[src/rtl/ps2_scan_rx.sv]
// PS/2 keyboard receiver: synchronizes the raw PS/2 lines, deserializes 11-bit frames
// and reports good scan codes or parity/framing errors as one-cycle pulses.
module ps2_scan_rx #(
  parameter int unsigned SYNC_STAGES    = 2,
  parameter int unsigned TIMEOUT_CYCLES = 5000
) (
  input  logic       clk,
  input  logic       rst_n,
  input  logic       ps2_clk,
  input  logic       ps2_data,
  output logic [7:0] scan_code,
  output logic       scan_valid,
  output logic       parity_err,
  output logic       frame_err
);

  localparam int unsigned CNT_W = (TIMEOUT_CYCLES > 1) ? $clog2(TIMEOUT_CYCLES) : 1;

  localparam logic [1:0] IDLE   = 2'd0;
  localparam logic [1:0] DATA   = 2'd1;
  localparam logic [1:0] PARITY = 2'd2;
  localparam logic [1:0] STOP   = 2'd3;

  logic [SYNC_STAGES-1:0] clk_sync;
  logic [SYNC_STAGES-1:0] data_sync;
  logic                   prev_clk;
  logic                   clk_s;
  logic                   data_s;
  logic                   fall;

  logic [1:0]       state, state_nxt;
  logic [2:0]       bit_cnt, bit_cnt_nxt;
  logic [7:0]       sr, sr_nxt;
  logic             par, par_nxt;
  logic [CNT_W-1:0] tmo_cnt, tmo_cnt_nxt;
  logic [7:0]       scan_code_nxt;
  logic             scan_valid_nxt;
  logic             parity_err_nxt;
  logic             frame_err_nxt;
  logic             timeout;

  assign clk_s  = clk_sync[SYNC_STAGES-1];
  assign data_s = data_sync[SYNC_STAGES-1];
  assign fall   = !clk_s && prev_clk;

  // Synchronizers and edge-detect flop idle at line level (high)
  always_ff @(posedge clk or negedge rst_n) begin
    if (!rst_n) begin
      clk_sync  <= '1;
      data_sync <= '1;
      prev_clk  <= 1'b1;
    end else begin
      clk_sync  <= {clk_sync[SYNC_STAGES-2:0], ps2_clk};
      data_sync <= {data_sync[SYNC_STAGES-2:0], ps2_data};
      prev_clk  <= clk_s;
    end
  end

  // State, datapath and registered result outputs
  always_ff @(posedge clk or negedge rst_n) begin
    if (!rst_n) begin
      state      <= IDLE;
      bit_cnt    <= 3'd0;
      sr         <= 8'd0;
      par        <= 1'b0;
      tmo_cnt    <= '0;
      scan_code  <= 8'd0;
      scan_valid <= 1'b0;
      parity_err <= 1'b0;
      frame_err  <= 1'b0;
    end else begin
      state      <= state_nxt;
      bit_cnt    <= bit_cnt_nxt;
      sr         <= sr_nxt;
      par        <= par_nxt;
      tmo_cnt    <= tmo_cnt_nxt;
      scan_code  <= scan_code_nxt;
      scan_valid <= scan_valid_nxt;
      parity_err <= parity_err_nxt;
      frame_err  <= frame_err_nxt;
    end
  end

  assign timeout = (state != IDLE) && (tmo_cnt == CNT_W'(TIMEOUT_CYCLES - 1));

  // Frame sequencing; a fall always beats a coincident timeout
  always_comb begin
    state_nxt      = state;
    bit_cnt_nxt    = bit_cnt;
    sr_nxt         = sr;
    par_nxt        = par;
    tmo_cnt_nxt    = (state == IDLE) ? '0 : tmo_cnt + CNT_W'(1);
    scan_code_nxt  = scan_code;
    scan_valid_nxt = 1'b0;
    parity_err_nxt = 1'b0;
    frame_err_nxt  = 1'b0;

    case (state)
      IDLE: begin
        if (fall && !data_s) begin
          state_nxt   = DATA;
          bit_cnt_nxt = 3'd0;
        end
      end
      DATA: begin
        if (fall) begin
          sr_nxt      = {data_s, sr[7:1]};
          bit_cnt_nxt = bit_cnt + 3'd1;
          if (bit_cnt == 3'd7) state_nxt = PARITY;
        end
      end
      PARITY: begin
        if (fall) begin
          par_nxt   = data_s;
          state_nxt = STOP;
        end
      end
      STOP: begin
        if (fall) begin
          state_nxt = IDLE;
          if (!data_s) begin
            frame_err_nxt = 1'b1;
          end else if (^{sr, par} == 1'b0) begin
            parity_err_nxt = 1'b1;
          end else begin
            scan_code_nxt  = sr;
            scan_valid_nxt = 1'b1;
          end
        end
      end
      default: state_nxt = IDLE;
    endcase

    if (fall) begin
      tmo_cnt_nxt = '0;
    end else if (timeout) begin
      state_nxt     = IDLE;
      frame_err_nxt = 1'b1;
      tmo_cnt_nxt   = '0;
    end
  end

endmodule

[config.mk]
export PLATFORM = sky130hd
export DESIGN_NAME = ps2_scan_rx
export DESIGN_NICKNAME = d
export VERILOG_FILES = /design/src/rtl/ps2_scan_rx.sv
export SDC_FILE = /design/constraint.sdc
export NUM_CORES = 1
export LEC_CHECK = 0
export ABC_AREA = 1
export CORE_MARGIN = 5
export CORE_UTILIZATION = 29
export CTS_CLUSTER_SIZE = 8
export DETAILED_ROUTE_END_ITERATION = 10
export GPL_TIMING_DRIVEN = 0
export PLACE_DENSITY = 0.54
export SLEW_MARGIN = 40
export SYNTH_ARGS = -nofsm -noshare
export SYNTH_HDL_FRONTEND = slang
export SYNTH_SLANG_ARGS = --single-unit
export TNS_END_PERCENT = 10
[constraint.sdc]
create_clock -name clk -period 1.5 [get_ports clk]
set_input_delay 0.15 -clock clk [delete_from_list [all_inputs] [get_ports clk]]
set_output_delay 0.15 -clock clk [all_outputs]
set_load 0.01 [all_outputs]
# Word level (Yosys, flattened, before mapping)
# Cells that the tools add are included.
[word_totals]
register_bits = 43
inputBits = 4
wordCells = 61
[op_classes]
n_reduce_logical = 13
n_eq_ne = 7
addsub = 2
n_mux = 27
[ops]
columns = ["operator", "n"]
rows = [
  ["$mux 13", 3],
  ["$mux 2", 7],
  ["$add 13x1->13 const B", 1],
  ["$eq 13x13->1 const B", 1],
  ["$mux 1", 13],
  ["$reduce_xor 9->1", 1],
  ["$pmux 2 s4", 1],
  ["$mux 3", 2],
  ["$pmux 3 s2", 1],
  ["$eq 2x2->1 const B", 2],
  ["$reduce_and 2->1", 2],
  ["$reduce_and 4->1", 1],
  ["$reduce_bool 2->1", 2],
  ["$add 3x1->3 const B", 1],
  ["$eq 3x3->1 const B", 1],
  ["$logic_and 1x1->1", 3],
  ["$reduce_and 3->1", 1],
  ["$eq 2x1->1 const B", 1],
  ["$logic_not 1->1", 2],
  ["$logic_not 2->1", 1],
  ["$ne 2x1->1 const B", 1],
  ["$ne 2x2->1 const B", 1],
]

# Logic depth before layout (Yosys ltp)
[depth]
depth_word = 7
depth_mapped = 10

# Worst setup path before layout
# OpenSTA, ideal clock, no wires.
[synth_path]
path_type = "register to register"
from = "register prev_clk"
to = "register scan_code[0]"
synth_period_minus_slack_ns = 1.429
setup_time_ns = 0.117
slack_ns = 0.071
path_buffers = 0
t_arrival_ns = 1.312
path_stages_with_launch = 8
cell_sequence = "dfstp_2 -> inv_1 -> nor2_4 -> inv_1 -> nor3_4 -> nand3_4 -> nand2_1 -> nand2_1"
[synth_via]
elab_chain_cells = 2
[synth_lines]
columns = ["item", "line", "text"]
rows = [
  ["from (decl)", "26", "logic prev_clk;"],
  ["from (signal assigned)", "55", "prev_clk <= clk_s;"],
  ["$logic_and 1x1->1", "44", "assign fall = !clk_s && prev_clk;"],
  ["$reduce_and 4->1 (no source line)", "-", ""],
  ["to (signal assigned)", "77", "scan_code <= scan_code_nxt;"],
  ["to (decl)", "11", "output logic [7:0] scan_code,"],
]
# Every way passes these cells.
# A chain may end at the register's enable or synchronous reset.

# Final worst setup path
[layout_path]
from = "register prev_clk"
to = "register scan_code[2]"
# Same word-level chain as after synthesis.

==> results.md <==
* Area after DPL at 2320 sq um
* Vias in the first global route at 1550
* VDD IR max at 0.000466 V
* Synthesized flop and latch total at 43
* Sequential share of the synthesized area at 52.9%
* Final Max Slew Viols at 0
* Setup TNS Final at 0 ps
* First-pass GRT wire length at 7180 microns
* Initial DRC count at 110
* Outcome: completed
* Via count at 1645
* RSZ-0062 raised after global routing: yes
* Layout fillers at 701
* CTS tree: done
* Critical path type: flop to flop
* Distinct cells, synth at 33
* Final Util at 39.0%
* Die H at 94.0 microns
* Grt ovf at 0
* DRC errors left at 0
* Fin crit share at 96.5%
* Drt first pass iters at 4
* Vias per inst at 4.38
* Worst hold margin at 213 ps
* Die X at 94.0 microns
* Total track usage at 10.1%
* Max Freq at 691 MHz
* Core area at 6830 sq um
* Post-DRT Antenna Nets at 0
* Mapped Avg Cell Area at 8.48 sq um
* CTS Buf Count at 5
* Clk buf depth at 2
* Final count of negative-setup-slack endpoints at 0
* Root Driver: clkbuf_8
* Min Tclk post-route at 1450 ps
* Ys flop type: dfrtp_1
* Yosys warns at 0
* Startpoint types: flop
* Asr flop ratio synth at 100%
* Mapped Cells at 241
* # Max-Cap Violations at 0
* Worst Path Required at 1690 ps
* Initial Util at 29.9%
* Slew margin rel. at 80.7%
* Clock Sinks at 43
* Initial antenna violation count at 0
* Routed len/inst at 11.1 microns
* Mapped Area at 2040 sq um
* Final Hold Vio Count at 0
* Commonest cells after routing, fill and taps aside: nand2_1 (73), dfrtp_1 (37), inv_1 (23)
* Num ports at 15
* CP Capture Type: flop
* H-tree depth at 2
* Arrival time at the worst endpoint at 1640 ps
* Overall Power at 3.98 mW
* Hold WC Path Type: primary input to async pin
* Most common cell after layout, fill and taps aside: nand2_1
* Diodes inserted at 0
* Drt total wl at 4160 microns
* Post-Syn Nets at 248
* Post-synth EDFFs at 0
* Clock Skew at 4.91 ps
* Largest net degree at the start of global routing at 36
* Final HPWL DP at 2730 microns
* Critical path peak fanout at 4
* # nets final at 286
* Slew @ Worst Pin at 287 ps
* Lkg Pwr at 1.30 nW
* Final instance area at 2670 sq um
* DIE AREA at 8830 sq um
* Pwr dens at 1490 nW/um^2
* Worst skew pair latency at 300 ps
* Area Overhead vs Synth at 30.4%
* Row cnt at 30
* RePlAce Congestion at 0.809
* Share of layout cells above drive strength 1 at 21.8%
* Worst-path clk slew at 80 ps
* Count of input and output buffers at 14
-- registers in the layout, indices dropped and copies added (netlist names) --
signal      cells
tmo_cnt        13
data_sync       2
frame_err       1
scan_code       8
par             1
parity_err      1
prev_clk        1
state           2
scan_valid      1
clk_sync        2
bit_cnt         3
sr              8
-- repair_timing --
item	CTS	global route
gates resized for setup	6	22
endpoints found under the hold margin	38	0
pin swaps	2	5
gates cloned	1	0
hold buffers	1	0
setup buffers	3	11
endpoints found under the setup margin	21	36
-- kinds of logic after synthesis --
logic type               share of synthesized area (%)
adder cells (fa/ha/maj)                           1.84
buffers and inverters                             5.75
flip-flops                                        52.9
AO/OA/AOI/OAI                                     5.63
AND/OR/NAND/NOR                                   32.6
XOR/XNOR                                          1.29
-- report_power, final --
group,internal [mW],switching [mW]
combinational,0.504,0.826
sequential,1.36,0.221
clock,0.666,0.407
-- stage by stage --
stage / cells / setup slack [ps]
final: 376 / 52.3
after CTS: 365 / -2.32
after global placement: 351 / -911
after detailed placement: 352 / -214
after floorplan: 241 / 70.8
after global routing: 376 / -70.0
-- synth_stat cells (2+ instances only) --
cell       n  share of area, %
o21ai_0   12               2.9
dfrtp_1   38                47
nand3_2    2              0.98
nor2_4     2               1.1
nand2_2    3              0.92
nor2_1    16               2.9
inv_1     27               5.0
xor2_1     3               1.3
ha_1       3               1.8
a21oi_1    3              0.73
a31oi_1    2              0.61
clkbuf_1   2              0.37
nand2_1   75                14
nand4_1    2              0.61
nor3_1     7               1.7
nand3_1   23               5.6
dfstp_2    5               6.4
-- area by class of cell --
type | count | area, sq um | share of cell area, %
multi-input combinational | 168 | 920 | 34.5
tap | 96 | 120 | 4.50
inverter | 28 | 105 | 3.94
timing repair buffer | 30 | 284 | 10.7
buffer | 3 | 21.3 | 0.798
clock buffer | 6 | 72.6 | 2.72
clock inverter | 2 | 60.1 | 2.25
sequential | 43 | 1080 | 40.6
-- per-layer routing --
metal	part of all wire [%]	track usage (%)	vias up
met4	1.7	4.33	0
met2	44	14.8	26
li1	-	-	849
met1	51	14.3	764
met5	0	0	-
met3	3.2	2.24	6
-- critical path, stage by stage, from the launching register on --
cell	delay, ps
dfstp_2	520
inv_1	50
nor2_4	150
inv_2	80
nor3_4	160
buf_6	150
nand3_2	100
nand2_1	70
nand2_1	40
-- path summary, 6_finish.rpt --
path                             start      endpoint  slack, ps  depth (start not counted)
min                              rst_n    tmo_cnt[0]        210                          2
max reg2reg                   prev_clk  scan_code[2]         50                          8
max                           prev_clk  scan_code[2]         50                          8
min reg2reg                clk_sync[0]   clk_sync[1]        360                          0
max in group asynchronous        rst_n  data_sync[1]        820                          3
min in group clk              ps2_data  data_sync[0]        250                          1
No activity file was read; power rests on OpenSTA's default activity.
